`src/rtl/mem_stage_pkg.sv`:
```
// Shared types and helpers for the memory access stage: FSM state
// encoding, default widths and the timeout counter width function.
`ifndef ADDRESS_WIDTH
`define ADDRESS_WIDTH 32
`endif

`ifndef ID_WIDTH
`define ID_WIDTH 4
`endif

package mem_stage_pkg;

    typedef enum logic [1:0] {
        IDLE = 2'd0,
        REQ  = 2'd1,
        WAIT = 2'd2,
        RESP = 2'd3
    } mem_state_t;

    localparam int DEF_ADDR_W = `ADDRESS_WIDTH;
    localparam int DEF_ID_W   = `ID_WIDTH;

    // Width needed to hold the values 0..cycles inclusive.
    function automatic int timeout_cnt_w(input int cycles);
        return $clog2(cycles + 1);
    endfunction

endpackage

```
`src/rtl/mem_access_stage.sv`:
```
// Terminal stage of the stall-based address pipeline. Takes one
// (address, id) beat, issues a single-outstanding memory read and hands
// the tagged result to the consumer, stalling upstream meanwhile.
// Optional build macro: MEM_STAGE_TIMEOUT_EN enables a WAIT timeout that
// forces completion with res_err=1 and res_data=0.
module mem_access_stage
    import mem_stage_pkg::*;
#(
    parameter int ADDR_W         = DEF_ADDR_W,
    parameter int ID_W           = DEF_ID_W,
    parameter int DATA_W         = 32,
    parameter int TIMEOUT_CYCLES = 16
) (
    input  logic              clk,
    input  logic              reset,
    input  logic [ADDR_W-1:0] in_address,
    input  logic [ID_W-1:0]   in_id,
    input  logic              in_valid,
    output logic              out_stall,
    output logic              mem_req,
    output logic [ADDR_W-1:0] mem_addr,
    input  logic              mem_rvalid,
    input  logic [DATA_W-1:0] mem_rdata,
    output logic              res_valid,
    input  logic              res_ready,
    output logic [ID_W-1:0]   res_id,
    output logic [ADDR_W-1:0] res_address,
    output logic [DATA_W-1:0] res_data,
    output logic              res_err
);

    mem_state_t          state_q, state_d;
    logic [ADDR_W-1:0]   addr_q, addr_d;
    logic [ID_W-1:0]     id_q, id_d;
    logic [DATA_W-1:0]   data_q, data_d;
    logic                stall_q, stall_d;
    logic                req_q, req_d;
    logic                valid_q, valid_d;

`ifdef MEM_STAGE_TIMEOUT_EN
    localparam int CNT_W = timeout_cnt_w(TIMEOUT_CYCLES);
    localparam logic [CNT_W-1:0] CNT_LAST = CNT_W'(TIMEOUT_CYCLES);
    logic [CNT_W-1:0]    cnt_q, cnt_d;
    logic [CNT_W-1:0]    cnt_inc_s;
    logic                err_q, err_d;
`endif

    // Next-state, capture and registered-output decode for the FSM.
    always_comb begin
        state_d = state_q;
        addr_d  = addr_q;
        id_d    = id_q;
        data_d  = data_q;
`ifdef MEM_STAGE_TIMEOUT_EN
        cnt_d     = cnt_q;
        err_d     = err_q;
        cnt_inc_s = cnt_q + CNT_W'(1);
`endif
        case (state_q)
            IDLE: begin
                if (in_valid) begin
                    addr_d  = in_address;
                    id_d    = in_id;
                    state_d = REQ;
                end else begin
                    state_d = IDLE;
                end
            end
            REQ: begin
                // Any rvalid seen here belongs to nobody and is dropped.
                state_d = WAIT;
`ifdef MEM_STAGE_TIMEOUT_EN
                cnt_d = '0;
`endif
            end
            WAIT: begin
                // Genuine data beats a simultaneous timeout.
                if (mem_rvalid) begin
                    data_d  = mem_rdata;
                    state_d = RESP;
`ifdef MEM_STAGE_TIMEOUT_EN
                    err_d = 1'b0;
                end else if (cnt_inc_s == CNT_LAST) begin
                    data_d  = '0;
                    err_d   = 1'b1;
                    state_d = RESP;
                end else begin
                    cnt_d   = cnt_inc_s;
                    state_d = WAIT;
                end
`else
                end else begin
                    state_d = WAIT;
                end
`endif
            end
            RESP: begin
                if (res_ready) begin
                    state_d = IDLE;
`ifdef MEM_STAGE_TIMEOUT_EN
                    err_d = 1'b0;
`endif
                end else begin
                    state_d = RESP;
                end
            end
            default: begin
                state_d = IDLE;
            end
        endcase
        // Outputs follow the next state so they are glitch-free flops.
        stall_d = (state_d != IDLE);
        req_d   = (state_d == REQ);
        valid_d = (state_d == RESP);
    end

    // State and capture registers; reset drops any in-flight beat.
    always_ff @(posedge clk or posedge reset) begin
        if (reset) begin
            state_q <= IDLE;
            addr_q  <= '0;
            id_q    <= '0;
            data_q  <= '0;
            stall_q <= 1'b0;
            req_q   <= 1'b0;
            valid_q <= 1'b0;
`ifdef MEM_STAGE_TIMEOUT_EN
            cnt_q   <= '0;
            err_q   <= 1'b0;
`endif
        end else begin
            state_q <= state_d;
            addr_q  <= addr_d;
            id_q    <= id_d;
            data_q  <= data_d;
            stall_q <= stall_d;
            req_q   <= req_d;
            valid_q <= valid_d;
`ifdef MEM_STAGE_TIMEOUT_EN
            cnt_q   <= cnt_d;
            err_q   <= err_d;
`endif
        end
    end

    assign out_stall   = stall_q;
    assign mem_req     = req_q;
    assign mem_addr    = addr_q;
    assign res_valid   = valid_q;
    assign res_id      = id_q;
    assign res_address = addr_q;
    assign res_data    = data_q;
`ifdef MEM_STAGE_TIMEOUT_EN
    assign res_err     = err_q;
`else
    assign res_err     = 1'b0;
`endif

endmodule

```
`config.mk`:
```
export PLATFORM = sky130hd
export DESIGN_NAME = mem_access_stage
export DESIGN_NICKNAME = d
export VERILOG_FILES = /design/src/rtl/mem_stage_pkg.sv /design/src/rtl/mem_access_stage.sv
export SDC_FILE = /design/constraint.sdc
export NUM_CORES = 1
export LEC_CHECK = 0
export ABC_AREA = 1
export ABC_CLOCK_PERIOD_IN_PS = 4790
export BUFFER_PORTS_ARGS = -buffer_cell sky130_fd_sc_hd__buf_4
export CAP_MARGIN = 40
export CORE_UTILIZATION = 47
export DETAILED_ROUTE_END_ITERATION = 10
export GPL_TIMING_DRIVEN = 0
export PLACE_DENSITY = 0.85
export SYNTH_ARGS = -nofsm -noshare
export SYNTH_HDL_FRONTEND = slang
export SYNTH_SLANG_ARGS = --single-unit
```
`constraint.sdc`:
```
create_clock -name clk -period 4.79 [get_ports clk]
set_input_delay 0.2395 -clock clk [delete_from_list [all_inputs] [get_ports clk]]
set_output_delay 0.2395 -clock clk [all_outputs]
set_load 0.005 [all_outputs]
```
==> results.json <==
{
  "status": "finished clean",
  "drive_above_1_share_pct": 46.2,
  "wl_per_cell_um": 12.7,
  "fill_cells": 465,
  "power.density_nw_per_um2": 635,
  "first_global_vias": 2698,
  "clock_skew_ps": 7.94,
  "hold_class": "in -> reg",
  "area.growth.synth_to_final_pct": 53.9,
  "mappedNetlistArea_um2": 3100,
  "globalRoute.totalOverflow": 0,
  "grt_pass1_wl_um": 12800,
  "wl_um": 7770,
  "yosys_warnings": 0,
  "synth_edf_count": 0,
  "tns_ps": 0,
  "netlist.area_leader.share_pct": 59.0,
  "clkTransAtPathRegs_ps": 80,
  "rsz0062_at_grt": "false",
  "die_area_um2": 6920,
  "firstDrtPassIters": 4,
  "arrival_ps": 1010,
  "timing.final.crit_share_pct": 26.2,
  "grt_use_met1_pct": 28.0,
  "io_buffers": 175,
  "max-cap-violations": 0,
  "postLayoutCoreUtil_pct": 75.0,
  "multiInputGateArea_um2": 781,
  "nNetsFinal": 604,
  "ys_seq_elements": 73,
  "placementRows": 29,
  "busiest_layer": "met2",
  "cts-buffers-inserted": 9,
  "gp_congestion": 0.761,
  "n_antenna_cell": 0,
  "max_freq_mhz": 798,
  "final.setup.worst_slack_ps": 3540,
  "cts-root-buf": "clkbuf_8",
  "crit_path_end_kind": "output port",
  "finalMaxSlewViolations": 0,
  "synth_nets": 416,
  "antenna_found_initial": 0,
  "clock_sinks": 73,
  "grt_max_degree": 47,
  "ir_drop_mv": 0.409,
  "vias": 2793,
  "avgSynthCellArea_um2": 9.03,
  "synth_cell_types": 18,
  "yosysMostFrequentCell": "nand2_1",
  "seq_area_um2": 1830,
  "setup_viol": 0,
  "drtIter0Drc": 105,
  "fp.dieH_um": 83.2,
  "yosys.area.top_type": "dfrtp_1",
  "critPathKind": "reg -> out",
  "gr-usage-met2_pct": 40.6,
  "cp_max_fo": 3,
  "core_um2": 6350,
  "seq_area_frac_synth_pct": 59.0,
  "pre_cts_ws_ps": 3580,
  "die_width_um": 83.2,
  "cts_buffer_depth": 2,
  "io_pins": 177,
  "ys.flop_type": "dfrtp_1",
  "h-tree-depth": 3,
  "min_period_ps": 1250,
  "drc": 0,
  "cts_tree": "yes",
  "startpoint_type": "flop",
  "start_util_pct": 48.8,
  "synthCells": 343,
  "hold_viol": 0,
  "viasPerCell": 4.56,
  "postCtsSetupRepairBufs": 0,
  "grt_use_total_pct": 23.2,
  "grt_use_met3_pct": 5.07,
  "ant_nets": 0,
  "clk_latency_ps": 340,
  "leakage_nw": 2.79,
  "synthArstFlopShare_pct": 100,
  "hpwlAfterDp_um": 5950,
  "synthTopCellsByCount": "nand2_1, dfrtp_1, buf_4",
  "yosys-top-cells-area": "dfrtp_1, nand2_1, buf_4, inv_1, o21ai_1",
  "required_ps": 4550
}
layout make-up:
type / instances / share of cell area, %
Multi-Input combinational cell: 186 / 16.4
Timing Repair Buffer: 177 / 28.4
Inverter: 38 / 3.10
Clock inverter: 5 / 1.68
Tap cell: 77 / 2.02
Buffer: 46 / 7.22
Sequential cell: 73 / 38.3
Clock buffer: 10 / 2.89
state kept, by name, indices dropped and copies added, names as in the netlist:
name,cells
res_valid,1
state_q,2
res_id,4
res_data,32
mem_req,1
out_stall,1
mem_addr,32
where the power goes:
group	internal (mW)	switching (mW)
clock network	0.304	0.224
logic	0.835	0.560
registers	0.905	0.197
total	2.04	0.981
final timing paths:
| path | slack, ps | startpoint | depth (start not counted) | end |
|---|---|---|---|---|
| setup / recovery | 3540 | mem_addr[19] | 2 | res_address[19] |
| hold / removal | 100 | in_address[18] | 3 | mem_addr[18] |
| setup reg to reg | 3560 | state_q[0] | 6 | mem_addr[9] |
| hold reg to reg | 490 | res_id[0] | 2 | res_id[0] |
| max in group asynchronous | 3790 | reset | 4 | res_valid |
| min in group asynchronous | 450 | reset | 3 | res_data[12] |
metal layers:
layer | vias to the layer above | share of wire (%)
li1 | 1368 | -
met5 | - | 0
met2 | 111 | 52
met4 | 0 | 1.3
met1 | 1304 | 41
met3 | 10 | 6.0
cell usage in the layout, fill, tap and decap left out:
cell type        n
clkbuf_1         1
buf_4          211
conb_1           1
inv_2            2
nand2_1        146
o21ai_0          3
dlygate4sd3_1    1
nand3_2          1
clkinv_2         1
dfrtp_1         73
clkinvlp_4       2
buf_16           1
inv_1           34
a21oi_1          1
o21ai_2          5
clkbuf_8        10
inv_4            2
bufinv_16        2
o21ai_1         25
nor2_1           2
nand3_1          1
buf_6            4
buf_2            5
nand3_4          1
through the flow:
stage               total power, mW  hold slack (ps)  cells  area (um^2)
finish                         3.02             97.8    612         4760
global route                   3.23             86.7    612         4760
CTS                            3.05             78.1    612         4760
detailed placement             2.52              259    596         4540
global placement               2.46              434    595         4510
floorplan                      1.72              349    343         3100
worst max-delay path, cell delays in order, from the launching register on:
cell and delay, ps:
dfrtp_1 410, buf_4 150, buf_4 130
repair_timing:
item | CTS | global route
endpoints found under the hold margin | 27 | 0
hold buffers | 1 | 0
gates resized for setup | 0 | 0
setup endpoints to repair | 0 | 0
cells by family (layout without fill, tap and decap cells):
logic type	after synthesis	in the layout	share of synthesized area (%)
AOI/OAI and AO/OA	34	34	6.10
buffers and inverters	84	276	15.8
DFF	73	73	59.0
other	1	1	0.121
and+or+nand+nor	151	151	19.0
(Power assumes the default switching activity.)
